**src/rtl/matrix_scan_ctrl.sv**
```systemverilog
// Row-major scan sequencer: latches a rows x cols size (1..32 each) and issues one
// address/row/col element per valid/ready handshake. Optional MATRIX_SCAN_CTRL_PERF_EN adds cycles_o.
module matrix_scan_ctrl #(
  parameter int ADDR_W = 10
) (
  input  logic              clk,
  input  logic              rstn,
  input  logic              start_i,
  input  logic [5:0]        sz_rows_i,
  input  logic [5:0]        sz_cols_i,
  input  logic              ready_i,
  output logic              busy_o,
  output logic              valid_o,
  output logic [ADDR_W-1:0] addr_o,
  output logic [5:0]        row_o,
  output logic [5:0]        col_o,
  output logic              eol_o,
  output logic              last_o,
  output logic              done_o,
  output logic              err_o
`ifdef MATRIX_SCAN_CTRL_PERF_EN
  ,
  output logic [15:0]       cycles_o
`endif
);

  typedef enum logic [1:0] {IDLE, LOAD, SCAN, DONE} state_t;

  state_t            state, state_nxt;
  logic [5:0]        row_lim, col_lim;
  logic [5:0]        row_q, col_q;
  logic [ADDR_W-1:0] addr_q;
  logic              err_q;
  logic              size_ok, accept, hs, at_eol, at_last;

  assign size_ok = (sz_rows_i != 6'd0) && (sz_rows_i <= 6'd32) &&
                   (sz_cols_i != 6'd0) && (sz_cols_i <= 6'd32);
  assign accept  = (state == IDLE) && start_i && size_ok;
  assign hs      = (state == SCAN) && ready_i;
  // Limits hold size-1, so the end-of-row/matrix tests are plain equality compares.
  assign at_eol  = (col_q == col_lim);
  assign at_last = at_eol && (row_q == row_lim);

  // NOTE: reset is synchronous, so it is tested inside the clocked branch and is absent
  // from the sensitivity list; sequential state always uses non-blocking assignments.
  always_ff @(posedge clk) begin
    if (!rstn) state <= IDLE;
    else       state <= state_nxt;
  end

  always_comb begin
    // NOTE: default first so every path assigns state_nxt and no latch is inferred.
    state_nxt = state;
    case (state)
      IDLE:    if (accept) state_nxt = LOAD;
      LOAD:    state_nxt = SCAN;
      SCAN:    if (hs && at_last) state_nxt = DONE;
      DONE:    state_nxt = IDLE;
      default: state_nxt = IDLE;
    endcase
  end

  always_ff @(posedge clk) begin
    if (!rstn) begin
      row_lim <= '0;
      col_lim <= '0;
      row_q   <= '0;
      col_q   <= '0;
      addr_q  <= '0;
      err_q   <= 1'b0;
    end else begin
      err_q <= (state == IDLE) && start_i && !size_ok;
      case (state)
        IDLE: if (accept) begin
          row_lim <= sz_rows_i - 6'd1;
          col_lim <= sz_cols_i - 6'd1;
        end
        LOAD: begin
          row_q  <= '0;
          col_q  <= '0;
          addr_q <= '0;
        end
        // The final handshake leaves the counters on the last element.
        SCAN: if (hs && !at_last) begin
          addr_q <= addr_q + ADDR_W'(1);
          if (at_eol) begin
            col_q <= '0;
            row_q <= row_q + 6'd1;
          end else begin
            col_q <= col_q + 6'd1;
          end
        end
        default: ;
      endcase
    end
  end

  assign busy_o  = (state != IDLE);
  assign valid_o = (state == SCAN);
  assign done_o  = (state == DONE);
  assign err_o   = err_q;
  assign addr_o  = addr_q;
  assign row_o   = row_q;
  assign col_o   = col_q;
  assign eol_o   = valid_o && at_eol;
  assign last_o  = valid_o && at_last;

`ifdef MATRIX_SCAN_CTRL_PERF_EN
  logic [15:0] cycles_q;

  always_ff @(posedge clk) begin
    if (!rstn)                                   cycles_q <= '0;
    else if (state == LOAD)                      cycles_q <= '0;
    else if (state == SCAN && cycles_q != 16'hFFFF) cycles_q <= cycles_q + 16'd1;
  end

  assign cycles_o = cycles_q;
`endif

endmodule

```
**config.mk**
```make
export PLATFORM = sky130hd
export DESIGN_NAME = matrix_scan_ctrl
export DESIGN_NICKNAME = d
export VERILOG_FILES = /design/src/rtl/matrix_scan_ctrl.sv
export SDC_FILE = /design/constraint.sdc
export NUM_CORES = 1
export LEC_CHECK = 0
export CAP_MARGIN = 10
export CORE_UTILIZATION = 53
export CTS_BUF_LIST = sky130_fd_sc_hd__clkbuf_8
export DETAILED_ROUTE_END_ITERATION = 6
export PLACE_DENSITY_LB_ADDON = 0.05
export SLEW_MARGIN = 20
export SYNTH_ARGS = -nofsm -noshare
export SYNTH_HDL_FRONTEND = slang
export SYNTH_SLANG_ARGS = --single-unit
```
**constraint.sdc**
```tcl
create_clock -name clk -period 2.7 [get_ports clk]
set_clock_uncertainty 0.2 [all_clocks]
set_input_delay 0.27 -clock clk [delete_from_list [all_inputs] [get_ports clk]]
set_output_delay 0.27 -clock clk [all_outputs]
set_load 0.02 [all_outputs]
```
Word level (Yosys, flattened, before mapping)

Cells that the tools add are included.

Magnitude comparators: 2
Reduce and logical (&&, ||, !) cells: 23
Add/subtract/negate cells: 5
Equal/unequal tests: 9
Mux-type cells: 11

Operators by type and width:

| operator                                               | count |
|---|---|
| 2-to-1 mux 6 bit                                       | 4 |
| one-hot mux 6 bit (2 select lines)                     | 2 |
| one-hot mux 10 bit (2 select lines)                    | 1 |
| adder 6 x 1 -> 6 bit (second input constant)           | 2 |
| == test 6 bit                                          | 2 |
| less-or-equal comparator 6 bit (second input constant) | 2 |
| logical AND 1 bit                                      | 12 |
| nonzero test 6 bit                                     | 2 |
| subtractor 6 x 1 -> 6 bit (second input constant)      | 2 |
| adder 10 x 1 -> 10 bit (second input constant)         | 1 |
| 2-to-1 mux 10 bit                                      | 1 |
| one-hot mux 2 bit (4 select lines)                     | 1 |
| != test 2 x 1 -> 1 bit (second input constant)         | 3 |
| AND reduction 2 bit                                    | 3 |
| == test 2 bit (second input constant)                  | 2 |
| 2-to-1 mux 2 bit                                       | 2 |
| nonzero test 2 bit                                     | 2 |
| AND reduction 3 bit                                    | 1 |
| == test 2 x 1 -> 1 bit (second input constant)         | 1 |
| logical NOT 1 bit                                      | 2 |
| logical NOT 2 bit                                      | 1 |
| != test 2 bit (second input constant)                  | 1 |

Bits of input ports: 16
Word-level logic and storage cells: 57
Output and inout port bits: 28
Register bits: 37

Longest topological paths before layout

Word-level depth: 7
Gate-level depth with buffers: 9
Depth with buffers taken out: 7

Least setup slack after synthesis

Ideal clock, no wire load.

Kind: register to register
From: reg state[0]
To: reg row_q[5] (netlist: row_o[5])
Path slack: 0.573 ns
Cell stages (with the launch flop): 7
Period minus slack after synthesis: 2.127 ns
Library setup time: 0.091 ns
Required time: 2.409 ns
Arrival time: 1.836 ns
Buffers on the path: 0
Cells stage by stage: dfxtp_1 -> inv_1 -> ha_1 -> nand3_1 -> nor2_1 -> a31oi_1 -> a311oi_1

Longest elaborated chain between the ends: 5
Elaborated cells on any way between the ends: 9
Classes of those cells: eq/ne (4); mux (1); reduce/logical (4)

RTL lines:

| item                                    | RTL line | source |
|---|---|---|
| from (decl)                             | 29       | `state_t state, state_nxt;` |
| from (signal assigned)                  | 48       | `else state <= state_nxt;` |
| == test 2 bit (*)                       | n/a      |  |
| net valid_o                             | 13       | `output logic valid_o,` |
| logical AND 1 bit                       | 39       | `assign hs = (state == SCAN) && ready_i;` |
| logical AND 1 bit                       | 84       | `SCAN: if (hs && !at_last) begin` |
| != test 2 x 1 -> 1 bit (no source line) | n/a      |  |
| AND reduction 3 bit (no source line)    | n/a      |  |
| to (signal assigned)                    | 88       | `row_q <= row_q + 6'd1;` |
| to (decl)                               | 31       | `logic [5:0] row_q, col_q;` |

Mark *: on every way through the listed nets, which the timed path passes. The rest lies on a longest branch.
A chain may end at the register's enable or synchronous reset.

Final worst setup path

From: reg col_q[2] (netlist: col_o[2])
To: out eol_o

Longest elaborated chain between the ends: 2

RTL lines:

| item                   | RTL line | source |
|---|---|---|
| from (decl)            | 31       |  |
| from (signal assigned) | 90       | `col_q <= col_q + 6'd1;` |
| == test 6 bit          | 41       | `assign at_eol = (col_q == col_lim);` |
| logical AND 1 bit      | 105      | `assign eol_o = valid_o && at_eol;` |
| to (decl)              | 17       | `output logic eol_o,` |

No other way between the ends.

==> results_dict.tcl <==
set metrics [dict create \
    die_h_um 66.22 \
    grt_overflow 0 \
    wl_per_cell_um 14.00 \
    grt_start_max_net_pins 30 \
    p_per_area_mw_per_mm2 629.5 \
    synth_nets 273 \
    vias 1975 \
    combPwrFrac_pct 42.1 \
    yosysWarnings 0 \
    ir_worst_vdd_mv 0.5115 \
    drtPass1Iterations 4 \
    synth_area_leaders "dfxtp_1 34%, xnor2_1 7.2%, ha_1 5.7%, a211oi_1 3.8%, a21oi_1 3.7%" \
    holdPathEnd "addr_o[6]$_SDFFE_PN0P_" \
    drv_cap 0 \
    cts_root_buffer "clkbuf_8" \
    switching_share_pct 37.88 \
    synth_top_area_share_pct 33.89 \
    syn_area_per_cell_um2 8.850 \
    setup_violations 0 \
    p_leak_nw 0.9511 \
    outcome "completed" \
    clock_latency_ps 280 \
    dp_hpwl_um 3573 \
    grt_pass1_vias 1841 \
    grt_pass1_wl_um 8107 \
    cts_sinks 37 \
    grtUsageTotal_pct 24.00 \
    min_period_ps 2439 \
    die_w_um 66.22 \
    first_iter_violations 93 \
    insertedDiodeCount 0 \
    arrival_ps 1970 \
    p_int_w 0.001076 \
    rows 22 \
    setup_tns_ps 0 \
    rr_startpoint "row_o[3]$_SDFFE_PN0P_" \
    place_congestion 0.8417 \
    clkTransAtPathRegs_ps 70 \
    fin_ws_ps 261.4 \
    dieArea_mm2 0.004385 \
    clockBufferDepth 2 \
    netlist_area_mm2 0.002186 \
    hold_violations 0 \
    start_util_pct 57.54 \
    cp_max_fo 7 \
    critical_path_required_ps 2230 \
    crit_type "flop to output pin" \
    core_mm2 0.003799 \
    path_delay_family "buffers and inverters" \
    hold_depth 2 \
    switching_power_w 0.0006560 \
    synth-seq-cells 37 \
    worstSetupStartpoint "col_o[2]$_SDFFE_PN0P_" \
    synth_ff_type "dfxtp_1" \
    grt_antenna_before_repair 0 \
    cp-start-kind "flop" \
    async_flop_share_pct 0 \
    cts_tree "built" \
    worstPathBufferInverterCount 1 \
    htreeDepth 2 \
    synth-edff-count 0 \
    worstSetupPathDepth 4 \
    io_pins 44 \
    cpPeakStageDelay_ps 630 \
    ys_types 45 \
    fin_nets 319 \
    portBuffers 43 \
    syn2layout_area_growth_pct 25.87 \
    cp_cell_sequence "xnor2_1 > nand4_2 > nor2_1 > clkdlybuf4s50_1" \
    reg2regPathDepth 5 \
    tightest_slew_ps 570.9 \
    drc 0 \
    final_area_mm2 0.002751 \
    post_dp_cell_area_mm2 0.002669 \
    r2r_setup_slack_ps 510 \
    fmax_mhz 410.1 \
    rsz0062_at_grt "no" \
    cts_buffers 5 \
    ys_seq_area_share_pct 33.89 \
    via_per_inst 5.775 \
    fin_crit_sh_pct 90.32 \
    pre_cts_ws_ps 222.1 \
    timing_max_transition_violations_final 0 \
    min_path_type "flop to flop" \
    relSlewSlack_pct 61.90 \
    hold_start "addr_o[6]$_SDFFE_PN0P_" \
    reg2reg_to "col_o[0]$_SDFFE_PN0P_" \
    wirelength_um 4789 \
    clockPowerShare_pct 20.4 \
    pwr-share-seq_pct 37.5 \
    worst_path_max_delay_cell "clkdlybuf4s50_1" \
    yosys.area.top_type "dfxtp_1" \
    drive_above_1_share_pct 9.524 \
    ant_nets 0 \
    syn_inst 247 \
    cp-end-kind "output pin" \
]
==> cell type report <==
class                      count  area [um2]
clock buffer                   5       68.82
timing repair buffer          52       513.0
sequential                    37       740.7
fill                         280        1047
inverter                       9       33.78
clock inverter                 3       11.26
multi-input combinational    188        1324
tap                           48       60.06
==> kinds of logic after synthesis <==
kind of cell,after synthesis,synth area share (%)
compound gates,63,20.32
flops,37,33.89
fa+ha+maj,10,5.724
buf+inv,22,5.552
simple gates,92,25.24
mux,1,0.4579
xor+xnor,22,8.815
==> tightest hold or removal path, delay by kind of cell, from the launching register on <==
family             cells  cell delay [ps]
AOI/OAI and AO/OA      2              130
DFF                    1              330
==> what timing repair did <==
| item | CTS | global route |
|---|---|---|
| resized for setup | 0 | 1 |
| hold buffers | 0 | 0 |
| endpoints found under the setup margin | 0 | 1 |
| setup buffers | 0 | 0 |
==> cells in the mapped netlist, types with 2 or more instances <==
master and instances:
a211oi_1 11, a211oi_2 4, a21oi_1 16, a2bb2oi_1 2
a31oi_1 3, and2_1 3, and3_1 5, and4_1 3
buf_2 3, buf_6 3, clkbuf_1 5, dfxtp_1 37
ha_1 10, inv_1 8, nand2_1 15, nand2b_1 2
nand3_1 12, nand3b_1 5, nand4_1 3, nand4_2 2
nor2_1 18, nor3_1 4, nor4b_2 2, o2111ai_1 2
o21ai_0 5, o21ai_1 4, o22ai_1 3, o311ai_0 2
o31ai_1 7, or3_1 5, or3b_2 2, or4_1 8
xnor2_1 18, xor2_1 4
==> sequential cells by signal (all words and copies together), names as in the netlist <==
register	cells
col_o	6
err_o	1
state	2
col_lim	6
row_o	6
row_lim	6
addr_o	10
==> through the flow <==
step                hold slack, ps  power, W  std cells  util (%)
floorplan                    162.4  0.001159        247         -
global placement             282.8  0.001381        334     70.26
detailed placement           288.7  0.001392        334     70.26
CTS                          299.7  0.001748        342     72.37
global route                 325.3  0.001844        342     72.43
finish                       301.5  0.001732        342     72.43
==> power by group through the flow <==
stage               sequential (W)  clock, W  combinational [W]
finish                    0.000649  0.000354           0.000729
global route              0.000657  0.000383           0.000803
CTS                       0.000649  0.000366           0.000733
detailed placement        0.000661         0           0.000731
global placement          0.000661         0           0.000720
floorplan                 0.000676         0           0.000483
==> layout by cell type, fill, tap and decap left out, types with 7 or more instances in the layout <==
cell,Yosys,final
dfxtp_1,37,37
inv_1,8,11
buf_4,0,8
nor2_1,18,18
a21oi_1,16,16
xnor2_1,18,18
nand3_1,12,12
or4_1,8,8
a211oi_1,11,11
ha_1,10,10
clkdlybuf4s50_1,0,42
o31ai_1,7,7
nand2_1,15,15
==> how the worst max path moves through the flow <==
| stage | to | slack (ps) |
|---|---|---|
| 3_3_place_gp | row_lim[5]$_SDFFE_PN0P_ | 260 |
| 4_1_cts | last_o | 60 |
| 2_1_floorplan | row_o[5]$_SDFFE_PN0P_ | 570 |
| 6_report | eol_o | 260 |
| 5_1_grt | eol_o | 150 |
| 3_5_place_dp | col_lim[5]$_SDFFE_PN0P_ | 220 |
==> routing by layer <==
metal	part of all wire, %	track usage, %	wire length [um]
met1	48	29.02	2285
met2	48	41.71	2283
met3	3.2	4.310	155
met4	1.3	9.309	64
met5	0	0	0
Power figures use the tool's default switching activity.
